===== src/rtl/instr_loader_pkg.sv =====
// Shared types and constants for the byte-stream instruction loader.
package instr_loader_pkg;

  localparam int unsigned WORD_LEN      = 16;
  localparam int unsigned ADDR_LEN      = 16;
  localparam int unsigned MEM_CELL_SIZE = 8;
  localparam int unsigned CNT_LEN       = 17;
  localparam int unsigned HDR_LEN       = 5;

  localparam logic [MEM_CELL_SIZE-1:0] SYNC_BYTE = 8'hA5;

  typedef enum logic [2:0] {
    IDLE,
    ADDR_HI,
    ADDR_LO,
    CNT_HI,
    CNT_LO,
    DATA,
    CSUM,
    FINISH
  } state_t;

endpackage


===== src/rtl/instr_loader_csum.sv =====
// Running XOR of the data bytes of one frame; cleared at frame start.
module instr_loader_csum
  import instr_loader_pkg::*;
(
  input  logic                     clk,
  input  logic                     rst,
  input  logic                     clr,
  input  logic                     en,
  input  logic [MEM_CELL_SIZE-1:0] data,
  output logic [MEM_CELL_SIZE-1:0] csum
);

  always_ff @(posedge clk) begin
    if (rst || clr) begin
      csum <= '0;
    end else if (en) begin
      csum <= csum ^ data;
    end
  end

endmodule


===== src/rtl/instr_loader.sv =====
// Framed byte-stream loader writing instructions into byte-wide memory cells.
// Optional trailing XOR checksum enabled by defining INSTR_LOADER_CSUM_EN.
module instr_loader
  import instr_loader_pkg::*;
(
  input  logic                     clk,
  input  logic                     rst,
  input  logic [MEM_CELL_SIZE-1:0] in_data,
  input  logic                     in_valid,
  output logic                     in_ready,
  output logic                     mem_we,
  output logic [ADDR_LEN-1:0]      mem_addr,
  output logic [MEM_CELL_SIZE-1:0] mem_wdata,
  output logic                     cpu_hold,
  output logic                     done,
  output logic                     err
);

`ifdef INSTR_LOADER_CSUM_EN
  localparam state_t POST_DATA = CSUM;
`else
  localparam state_t POST_DATA = FINISH;
`endif

  state_t                     state, state_n;
  logic [ADDR_LEN-1:0]        addr, addr_n;
  logic [CNT_LEN-1:0]         rem, rem_n;
  logic [MEM_CELL_SIZE-1:0]   cnt_hi, cnt_hi_n;
  logic                       we_n, ready_n, hold_n, done_n;
  logic [ADDR_LEN-1:0]        waddr_n;
  logic [MEM_CELL_SIZE-1:0]   wdata_n;
  logic                       fire_c;
  logic [2*MEM_CELL_SIZE-1:0] count_c;

  assign fire_c  = in_valid && in_ready;
  assign count_c = {cnt_hi, in_data};

`ifdef INSTR_LOADER_CSUM_EN
  logic                     csum_clr_c, csum_en_c, err_n;
  logic [MEM_CELL_SIZE-1:0] csum_c;

  instr_loader_csum u_csum (
    .clk  (clk),
    .rst  (rst),
    .clr  (csum_clr_c),
    .en   (csum_en_c),
    .data (in_data),
    .csum (csum_c)
  );
`endif

  // Next-state and next-output logic
  always_comb begin
    state_n  = state;
    addr_n   = addr;
    rem_n    = rem;
    cnt_hi_n = cnt_hi;
    we_n     = 1'b0;
    waddr_n  = mem_addr;
    wdata_n  = mem_wdata;
`ifdef INSTR_LOADER_CSUM_EN
    csum_clr_c = 1'b0;
    csum_en_c  = 1'b0;
    err_n      = 1'b0;
`endif
    case (state)
      IDLE: begin
        if (fire_c && in_data == SYNC_BYTE) begin
          state_n = ADDR_HI;
`ifdef INSTR_LOADER_CSUM_EN
          csum_clr_c = 1'b1;
`endif
        end
      end
      ADDR_HI: begin
        if (fire_c) begin
          addr_n  = {in_data, addr[MEM_CELL_SIZE-1:0]};
          state_n = ADDR_LO;
        end
      end
      ADDR_LO: begin
        if (fire_c) begin
          addr_n  = {addr[ADDR_LEN-1:MEM_CELL_SIZE], in_data};
          state_n = CNT_HI;
        end
      end
      CNT_HI: begin
        if (fire_c) begin
          cnt_hi_n = in_data;
          state_n  = CNT_LO;
        end
      end
      CNT_LO: begin
        if (fire_c) begin
          rem_n   = CNT_LEN'(count_c) << 1;
          state_n = (count_c == '0) ? POST_DATA : DATA;
        end
      end
      DATA: begin
        if (fire_c) begin
          we_n    = 1'b1;
          waddr_n = addr;
          wdata_n = in_data;
          addr_n  = addr + ADDR_LEN'(1);
          rem_n   = rem - CNT_LEN'(1);
`ifdef INSTR_LOADER_CSUM_EN
          csum_en_c = 1'b1;
`endif
          if (rem == CNT_LEN'(1)) state_n = POST_DATA;
        end
      end
`ifdef INSTR_LOADER_CSUM_EN
      CSUM: begin
        if (fire_c) begin
          err_n   = (in_data != csum_c);
          state_n = FINISH;
        end
      end
`endif
      FINISH:  state_n = IDLE;
      default: state_n = IDLE;
    endcase
    ready_n = (state_n != FINISH);
    hold_n  = (state_n != IDLE);
    done_n  = (state_n == FINISH);
  end

  always_ff @(posedge clk) begin
    if (rst) begin
      state     <= IDLE;
      addr      <= '0;
      rem       <= '0;
      cnt_hi    <= '0;
      in_ready  <= 1'b0;
      mem_we    <= 1'b0;
      mem_addr  <= '0;
      mem_wdata <= '0;
      cpu_hold  <= 1'b0;
      done      <= 1'b0;
    end else begin
      state     <= state_n;
      addr      <= addr_n;
      rem       <= rem_n;
      cnt_hi    <= cnt_hi_n;
      in_ready  <= ready_n;
      mem_we    <= we_n;
      mem_addr  <= waddr_n;
      mem_wdata <= wdata_n;
      cpu_hold  <= hold_n;
      done      <= done_n;
    end
  end

`ifdef INSTR_LOADER_CSUM_EN
  always_ff @(posedge clk) begin
    if (rst) err <= 1'b0;
    else     err <= err_n;
  end
`else
  assign err = 1'b0;
`endif

endmodule


===== config.mk =====
export PLATFORM = sky130hd
export DESIGN_NAME = instr_loader
export DESIGN_NICKNAME = d
export VERILOG_FILES = /design/src/rtl/instr_loader_pkg.sv /design/src/rtl/instr_loader_csum.sv /design/src/rtl/instr_loader.sv
export SDC_FILE = /design/constraint.sdc
export NUM_CORES = 1
export LEC_CHECK = 0
export ABC_CLOCK_PERIOD_IN_PS = 2000
export CORE_MARGIN = 2
export CORE_UTILIZATION = 40
export CTS_BUF_LIST = sky130_fd_sc_hd__clkbuf_8
export CTS_CLUSTER_SIZE = 16
export DETAILED_ROUTE_END_ITERATION = 16
export PLACE_DENSITY = 0.63
export SLEW_MARGIN = 25
export SYNTH_ARGS = -nofsm -noshare
export SYNTH_HDL_FRONTEND = slang
export SYNTH_SLANG_ARGS = --single-unit

===== constraint.sdc =====
create_clock -name clk -period 2 [get_ports clk]
set_clock_uncertainty 0.15 [all_clocks]
set_input_delay 0.2 -clock clk [delete_from_list [all_inputs] [get_ports clk]]
set_output_delay 0.2 -clock clk [all_outputs]
set_load 0.03 [all_outputs]

==> summary.md, run 1 <==
The pin count of the biggest net entering global routing is 31, and the number of placed cells counting well taps is 628. The number of cell rows is 34, and the number of antenna violations at the first check in global routing is 0. Synthesis produced a netlist whose cell count is 459.

The maximum operating frequency is 510 MHz, and the count of different cell masters after synthesis is 58. The library cell used as clock root buffer is sky130_fd_sc_hd__clkbuf_8. The worst setup slack after placement is -0.341 ns.

The die is 98.6 um wide. The wire length of the first global-routing pass is 17600 um. Sum of overflow across all layers after global routing: 0.

The fraction of the cycle the final worst path needs was 98.0%. In this run the number of H-tree levels came out at 3. Across the run, the number of max-cap violations was 0.

Setup violations remaining at the end of the flow were counted as 0. The congestion estimate from routability-driven global placement came to 0.902. The number of clock sinks was 72.

The worst-case IR drop observed on VDD is 0.000417 V. The critical-path maximum fanout was 4. The CTS buffer count is 9, and the total of buffers placed on input and output ports is 38. The logs give 1.62 nW for the leakage dissipation and 0.00872 sq mm for the area of the core. No sink is reached through more buffers than the 2 on the longest clock path. Clock-pin slew was measured on the worst setup and hold paths at 0.08 ns. The synthesized area per cell was 7.80 sq um. The total power per unit cell area is 590 mW/mm^2, and the remaining routing DRC violations is 0. For the number of global-route vias before repair, the log shows 3388. Share of Yosys cell area claimed by the top area cell type: 40.2%. The worst setup path category was in2reg.

The logs give 0 for the warning count from the yosys run and 40.2% for the post-synthesis sequential area ratio. Routing layer with the top usage in global route: met2. Wires add up to 10700 um. The tools report the half-perimeter wire length of the detailed placement result as 7610 um. The count of final hold-check violations came out at 0.

Actual transition at the worst max-transition pin: 0.562 ns. The endpoint identified for the worst register-to-register timing path is state[1]. Counting instances in the post-synthesis netlist gives the leading cell types as sky130_fd_sc_hd__nand2_1 (80), sky130_fd_sc_hd__dfxtp_1 (72), sky130_fd_sc_hd__a21oi_1 (60). Setup total negative slack on the finished layout was measured at 0 ns. Proportion of layout cells with a drive suffix above 1: 18.1%. Compared with the post-synthesis result, the final layout area differs by 29.0%. The run gives 3745 as the vias after detailed routing.

After the last flow step, the layout net total stands at 546. The relative max-transition margin is 62.5%. The fraction of synthesis flops using an asynchronous set or reset pin works out to 0%. The count of antenna diodes in the layout was 0; the met2 usage was 33.2%. The DRC marker count from the first detailed-route iteration was 240. In the global route stage, met1 resource usage came out at 32.8%. The most repeated cell in the gate-level netlist after synthesis is sky130_fd_sc_hd__nand2_1. Counting flops and latches in the post-synthesis netlist gives 72. At the worst endpoint, the required time is 2.11 ns. Kind of path behind the tightest hold check: in2reg.

TritonCTS built the clock tree. Across every metal layer, demand over resource in global routing totals 22.4%. Most used flip-flop cell after synthesis: sky130_fd_sc_hd__dfxtp_1. The length of the first detailed-routing pass in iterations was 5.

The run gives 0.0407 ns as the setup slack after layout. The die outline height came out at 98.6 um. The run gives 2.07 ns as the data arrival time of the worst path. The startpoint type of the worst setup path is an input pin. The die outline area came out at 0.00973 sq mm. In the post-synthesis netlist, the biggest area contributors are sky130_fd_sc_hd__dfxtp_1 (40%), sky130_fd_sc_hd__a21oi_1 (8.4%), sky130_fd_sc_hd__nand2_1 (8.4%). In the routed layout, each cell is associated on average with a via count of 5.81. The final cell count without fillers is 645. The effective utilization at floorplan was 41.1%. The total nets after synthesis was 473.

The largest total area in the synthesized netlist belongs to sky130_fd_sc_hd__dfxtp_1. The tools report the area of the mapped netlist as 0.00358 sq mm. Setup repair after global routing could not meet its margin everywhere. The flow ran to the end, and the final reports show no timing, DRC or antenna violations. The run gives 0 as the number of antenna-violating nets in the routed design. The number of synthesized flops with an enable pin came out at 0. The critical path endpoint was state[1].

The internal reg-to-reg setup slack is 0.09 ns, and the routed wire length per instance is 16.6 um. The clock insertion delay at the later pin of the skew report was 0.35 ns; the number of cell instances on the worst register-to-register path was 6. For met3 alone, demand over resource in global routing was 4.26%. The launch point of the worst reg-to-reg path was rem[7].

During I/O placement, the number of pins put on the boundary was 40. Tracing the worst setup path back leads to its startpoint at in_data[1]. Number of pins exceeding their max-slew limit in the final report: 0. For the finished layout, the period the worst path requires is 1.96 ns.

STA classifies the critical path endpoint as a flop.
-- per-layer routing --
metal / routed length (um) / vias up / part of all wire (%)
met4: 205 / 0 / 1.9
met3: 684 / 17 / 6.4
met2: 4800 / 140 / 45
met1: 5030 / 1778 / 47
met5: 0 / - / 0
li1: - / 1810 / -
-- critical path, stage by stage --
cell	delay (ns)
sky130_fd_sc_hd__clkdlybuf4s50_1	0.41
sky130_fd_sc_hd__or4_1	0.59
sky130_fd_sc_hd__or4_4	0.46
sky130_fd_sc_hd__o32ai_4	0.19
sky130_fd_sc_hd__a21oi_2	0.06
sky130_fd_sc_hd__o31ai_2	0.17
-- repair_timing --
| action | in CTS | in global routing |
|---|---|---|
| setup buffers | 0 | 1 |
| setup endpoints to repair | 0 | 18 |
| hold endpoints to repair | 0 | 0 |
| hold buffers | 0 | 0 |
| resized for setup | 0 | 16 |
-- area by class of cell --
class / instances / area [sq um]
Fill cell: 814 / 4100
Multi-Input combinational cell: 347 / 2010
Timing Repair Buffer: 95 / 811
Sequential cell: 72 / 1450
Inverter: 7 / 26.3
Clock buffer: 9 / 124
Tap cell: 108 / 135
Clock inverter: 7 / 70.1
-- flip-flops by register name, summed over array words and instances, names as in the netlist --
| register | flops |
|---|---|
| rem | 17 |
| in_ready | 1 |
| cpu_hold | 1 |
| mem_we | 1 |
| mem_addr | 16 |
| cnt_hi | 8 |
| done | 1 |
| mem_wdata | 8 |
| state | 3 |
| addr | 16 |
-- cell families after synthesis --
family          Yosys count  synth area share (%)
fa+ha+maj                 3                  1.05
other cells               1                 0.105
buf+inv                  40                  5.48
compound gates          138                  23.9
flops                    72                  40.2
mux                       2                 0.594
xor+xnor                  1                 0.245
simple gates            202                  28.4
-- metrics by stage --
step / hold slack, ns / total power, mW / utilization [%] / area, sq um
floorplan: 0.127 / 1.52 / - / 3580
CTS: 0.185 / 2.75 / 52.1 / 4540
detailed placement: 0.296 / 1.59 / 49.8 / 4350
global placement: 0.291 / 1.60 / 49.8 / 4350
finish: 0.196 / 2.72 / 53.0 / 4620
global route: 0.218 / 2.81 / 53.0 / 4620
-- worst min-delay path by stage --
stage	start	endpoint	slack, ns	depth (start not counted)
3_5_place_dp	mem_addr[10]	mem_addr[10]	0.30	2
4_1_cts	rst	mem_addr[13]	0.19	2
6_report	rst	mem_wdata[0]	0.20	2
3_3_place_gp	mem_addr[14]	mem_addr[14]	0.29	2
2_1_floorplan	rst	state[2]	0.13	1
5_1_grt	rst	mem_addr[13]	0.22	2
-- power by group --
part	internal, mW	switching [mW]	total, mW
clock	0.576	0.585	1.16
sequential	1.43	0.00171	1.44
combinational	0.0516	0.0773	0.129
-- cells in the final DEF (no fill, tap or decap), drive strengths merged, types with 9 or more instances in the layout --
cell type / instances
and2: 9
nor3: 15
nor4: 9
nand3: 21
a21oi: 61
buf: 58
nand2: 80
o21ai: 25
clkbuf: 9
nor2: 33
dfxtp: 72
clkdlybuf4s50: 37
a211oi: 10
Power figures use the tool's default switching activity.
==> inputs of run 2 (changes only) <==
- ABC_AREA: unset -> 1
==> run 2 against run 1 <==
  * Routed wire length shrank 3.5%
  * Highest routed layer unchanged
  * Global-route usage shrank 0.68 points
  * Via count shrank 1.7%
  * Critical path depth grew 1
  * Worst hold slack gained 0.12 ns
  * Fmax grew 11%
  * Total power grew 12%
  * Register-to-register slack gained 0.14 ns
  * Synthesized cell count grew 18%
  * Non-clock buffer count shrank 34
  * Worst setup slack gained 0.19 ns
  * Sequential cell count is the same
==> summary.md, run 2 <==
The instance count of the mapped netlist is 542 (was 459), and the relative area change from synthesis to final layout is 23.7% (was 29.0%). The startpoint type of the worst setup path is a flop (was an input pin). The horizontal die dimension is 99.6 um (was 98.6 um). The setup slack after layout is 0.234 ns (was 0.0407 ns), and the proportion of layout cells with a drive suffix above 1 is 8.40% (was 18.1%). The library cell used as clock root buffer was sky130_fd_sc_hd__clkbuf_8 (unchanged).

Setup repair after global routing left no endpoint under its margin. The count of final hold-check violations was 0 (unchanged). The number of antenna-violating nets in the routed design is 0 (unchanged), and the area of the mapped netlist is 0.00365 sq mm (was 0.00358 sq mm). The total nets after synthesis is 556 (was 473), and the number of synthesized flops with an enable pin is 0 (unchanged). The kind of path behind the tightest hold check is in2reg (unchanged). The main combinational cell family by area after synthesis is simple AND/OR/NAND/NOR gates (unchanged).

The share of Yosys cell area claimed by the top area cell type is 39.4% (was 40.2%). The logs give 0.000315 V (was 0.000417 V) for the peak ir drop on the vdd network and 0 (unchanged) for the sum of overflow across all layers after global routing. The logs give 202 (was 240) for the DRC marker count from the first detailed-route iteration and 21.7% (was 22.4%) for the global router's overall resource usage. The register name with the most flops is rem (unchanged).

The data arrival time of the worst path is 1.85 ns (was 2.07 ns). The data required time of the critical path was 2.08 ns (was 2.11 ns). The effective utilization at floorplan came out at 41.5% (was 41.1%).

The vias after detailed routing came out at 3681 (was 3745). The leakage dissipation was 1.92 nW (was 1.62 nW). The post-synthesis mux area share was 0% (was 0.594%). Area fraction in and, or, nand and nor cells after synthesis: 25.5% (was 28.4%).

Number of nets in the final layout: 605 (was 546). For the number of antenna violations at the first check in global routing, the log shows 0 (unchanged). The register area is 0.00144 sq mm (was 0.00145 sq mm), and the synthesized area per cell is 6.74 sq um (was 7.80 sq um). The share of the synthesized netlist area taken by xor and xnor gates is 0.479% (was 0.244%).

The setup TNS came out at 0 ns (unchanged). The run gives 0.00184 sq mm (was 0.00201 sq mm) as the multi-input gate area in the final layout. The CTS buffer count was 9 (unchanged).

The average via count per standard cell was 5.24 (was 5.81); the final worst hold slack was 0.320 ns (was 0.196 ns). The run gives 72 (unchanged) as the number of clock sinks. The most common cell after layout, fill and taps aside is sky130_fd_sc_hd__nand2_1 (unchanged).

The tools report the wire length of the first global-routing pass as 17200 um (was 17600 um). The tools report the critical path endpoint category as a flop (unchanged). The tools report the die outline area as 0.00992 sq mm (was 0.00973 sq mm). TritonCTS built the clock tree.

The compound-cell area share of the yosys netlist works out to 23.1% (was 23.9%). The most repeated cell in the gate-level netlist after synthesis was sky130_fd_sc_hd__nand2_1 (unchanged). The wire length reported by the detailed router was 10300 um (was 10700 um); the post-CTS setup buffer count was 0 (unchanged). Area contributors post-synth: sky130_fd_sc_hd__dfxtp_1 (39%), sky130_fd_sc_hd__o21ai_0 (10%), sky130_fd_sc_hd__a21oi_1 (9.4%) (was sky130_fd_sc_hd__dfxtp_1 (40%), sky130_fd_sc_hd__a21oi_1 (8.4%), sky130_fd_sc_hd__nand2_1 (8.4%)). The run finished with clean final reports. The fraction of synthesis flops using an asynchronous set or reset pin came out at 0% (unchanged). The tools report the placer congestion estimate as 0.922 (was 0.902). The die outline height came out at 99.6 um (was 98.6 um). Post-synth top cells: sky130_fd_sc_hd__nand2_1 (86), sky130_fd_sc_hd__o21ai_0 (75), sky130_fd_sc_hd__dfxtp_1 (72) (was sky130_fd_sc_hd__nand2_1 (80), sky130_fd_sc_hd__dfxtp_1 (72), sky130_fd_sc_hd__a21oi_1 (60)). Max-capacitance violation count: 0 (unchanged). The pin count of the biggest net entering global routing came out at 44 (was 31). The count of different cell masters after synthesis is 34 (was 58), and the half-perimeter wire length of the detailed placement result is 7610 um (about the same). The logs give 0 (unchanged) for the remaining routing DRC violations and 0 (unchanged) for the count of antenna diodes in the layout. The clock insertion delay at the later pin of the skew report is 0.35 ns (about the same). The critical-path maximum fanout is 7 (was 4). The number of pins exceeding their max-slew limit in the final report was 0 (unchanged); the routed wire length per instance was 14.7 um (was 16.6 um).

The area of the core is 0.00881 sq mm (was 0.00872 sq mm). The maximum operating frequency was 566 MHz (was 510 MHz); the fraction of the cycle the final worst path needs was 88.3% (was 98.0%). The number of inserted filler cells in the final layout is 889 (was 814), and the number of top-level pins is 40 (unchanged). The clock transition at the register clock pins on the worst setup and hold paths after CTS was 0.08 ns (about the same). The most used flip-flop cell after synthesis is sky130_fd_sc_hd__dfxtp_1 (unchanged).

The time the final worst path needs with I/O delays and setup was 1.77 ns (was 1.96 ns). The largest area contributor in the netlist is sky130_fd_sc_hd__dfxtp_1 (unchanged). The worst setup slack after placement was 0.0886 ns (was -0.341 ns); the overall power consumption was 3.05 mW (was 2.72 mW). Registers with the highest flip-flop counts: rem: 17 flops, addr: 16 flops, mem_addr: 16 flops (unchanged).

The number of flip-flops and latches in the synthesized netlist came out at 72 (unchanged). The worst setup path category is reg2reg (was in2reg). The tools report the number of H-tree branching levels as 3 (unchanged). The flip-flop count of the largest register after layout works out to 17 (unchanged).

The total of buffers placed on input and output ports was 38 (unchanged); the length of the first detailed-routing pass in iterations was 5 (unchanged). The final core utilization is 51.3% (was 53.0%). For the post-synthesis sequential area ratio, the log shows 39.4% (was 40.2%). The total power per unit cell area came out at 674 mW/mm^2 (was 590 mW/mm^2). Commonest non-fill, non-tap cells in the layout: sky130_fd_sc_hd__nand2_1 (86), sky130_fd_sc_hd__o21ai_0 (75), sky130_fd_sc_hd__dfxtp_1 (72) (was sky130_fd_sc_hd__nand2_1 (80), sky130_fd_sc_hd__dfxtp_1 (69), sky130_fd_sc_hd__a21oi_1 (60)). The run gives 0 (unchanged) as the warning count from the yosys run. Number of global-route vias before repair: 3525 (was 3388). The tools report the number of cell rows as 34 (unchanged).

The final setup violation count is 0 (unchanged). The maximum clock insertion buffer count was 2 (unchanged); the fraction of the mapped netlist area in adder cells was 1.03% (was 1.05%).
[run 2: cell types whose count changed after synthesis, moves of 7 or more]
cell                       previous run  this run
sky130_fd_sc_hd__inv_1                7        66
sky130_fd_sc_hd__o21ai_0             24        75
sky130_fd_sc_hd__nor2_1              32        60
sky130_fd_sc_hd__clkbuf_1            26         8
sky130_fd_sc_hd__nand3_1             21        34
sky130_fd_sc_hd__a211oi_1            10         1
sky130_fd_sc_hd__a21oi_1             60        69
sky130_fd_sc_hd__buf_2                0         9
sky130_fd_sc_hd__and2_1               8         0
sky130_fd_sc_hd__nand4_1              7        14
sky130_fd_sc_hd__nor3_1              15         8
sky130_fd_sc_hd__nor4_1               7         0
[run 2: per-layer routing]
metal,GRT usage [%],up-vias,routed length [um]
met3,4.22,21,540
met1,29.3,1663,4830
met4,8.01,0,231
li1,-,1890,-
met2,34.5,107,4740
met5,0,-,0
[run 2: critical path: stages (launching register included)]
cell and delay, ns:
sky130_fd_sc_hd__dfxtp_1 0.54, sky130_fd_sc_hd__nand3_4 0.20, sky130_fd_sc_hd__inv_4 0.11, sky130_fd_sc_hd__nor2_4 0.06
sky130_fd_sc_hd__nor2_4 0.16, sky130_fd_sc_hd__inv_1 0.13, sky130_fd_sc_hd__o21ai_0 0.20, sky130_fd_sc_hd__a21oi_1 0.09
[run 2: path summary, 6_finish.rpt]
path / start / end / slack (ns) / cells after the start
worst max register to register: state[2] / addr[4] / 0.23 / 7
worst min-delay path: in_data[1] / addr[1] / 0.32 / 3
worst max-delay path: state[2] / addr[4] / 0.23 / 7
worst min register to register: rem[16] / rem[16] / 0.32 / 2
[run 2: cells by family (layout without fill, tap and decap cells)]
kind of cell | Yosys count | after routing
adders and majority gates | 3 | 3
buffers and inverters | 92 | 145
and+or+nand+nor | 209 | 209
AOI/OAI and AO/OA | 163 | 163
other | 1 | 1
xor gates and xnor gates | 2 | 2
DFF | 72 | 72
[run 2: repair_timing]
action,4_1_cts,5_1_grt
hold buffers,0,0
gates resized for setup,0,1
setup endpoints to repair,0,1
[run 2: area by class of cell]
class,count,area share [%]
Timing Repair Buffer,61,13.1
Inverter,69,5.78
Multi-Input combinational cell,378,40.6
Sequential cell,72,31.9
Clock inverter,6,2.93
Clock buffer,9,2.74
Tap cell,108,2.99
[run 2: stage by stage]
step,instances,area [sq um]
floorplan,542,3650
global placement,688,4260
detailed placement,688,4260
CTS,703,4520
global route,703,4520
finish,703,4520
[run 2: where the power goes]
part / switching [mW] / internal, mW / total, mW
logic: 0.0674 / 0.0397 / 0.107
clock network: 0.561 / 0.946 / 1.51
registers: 0.000582 / 1.43 / 1.43
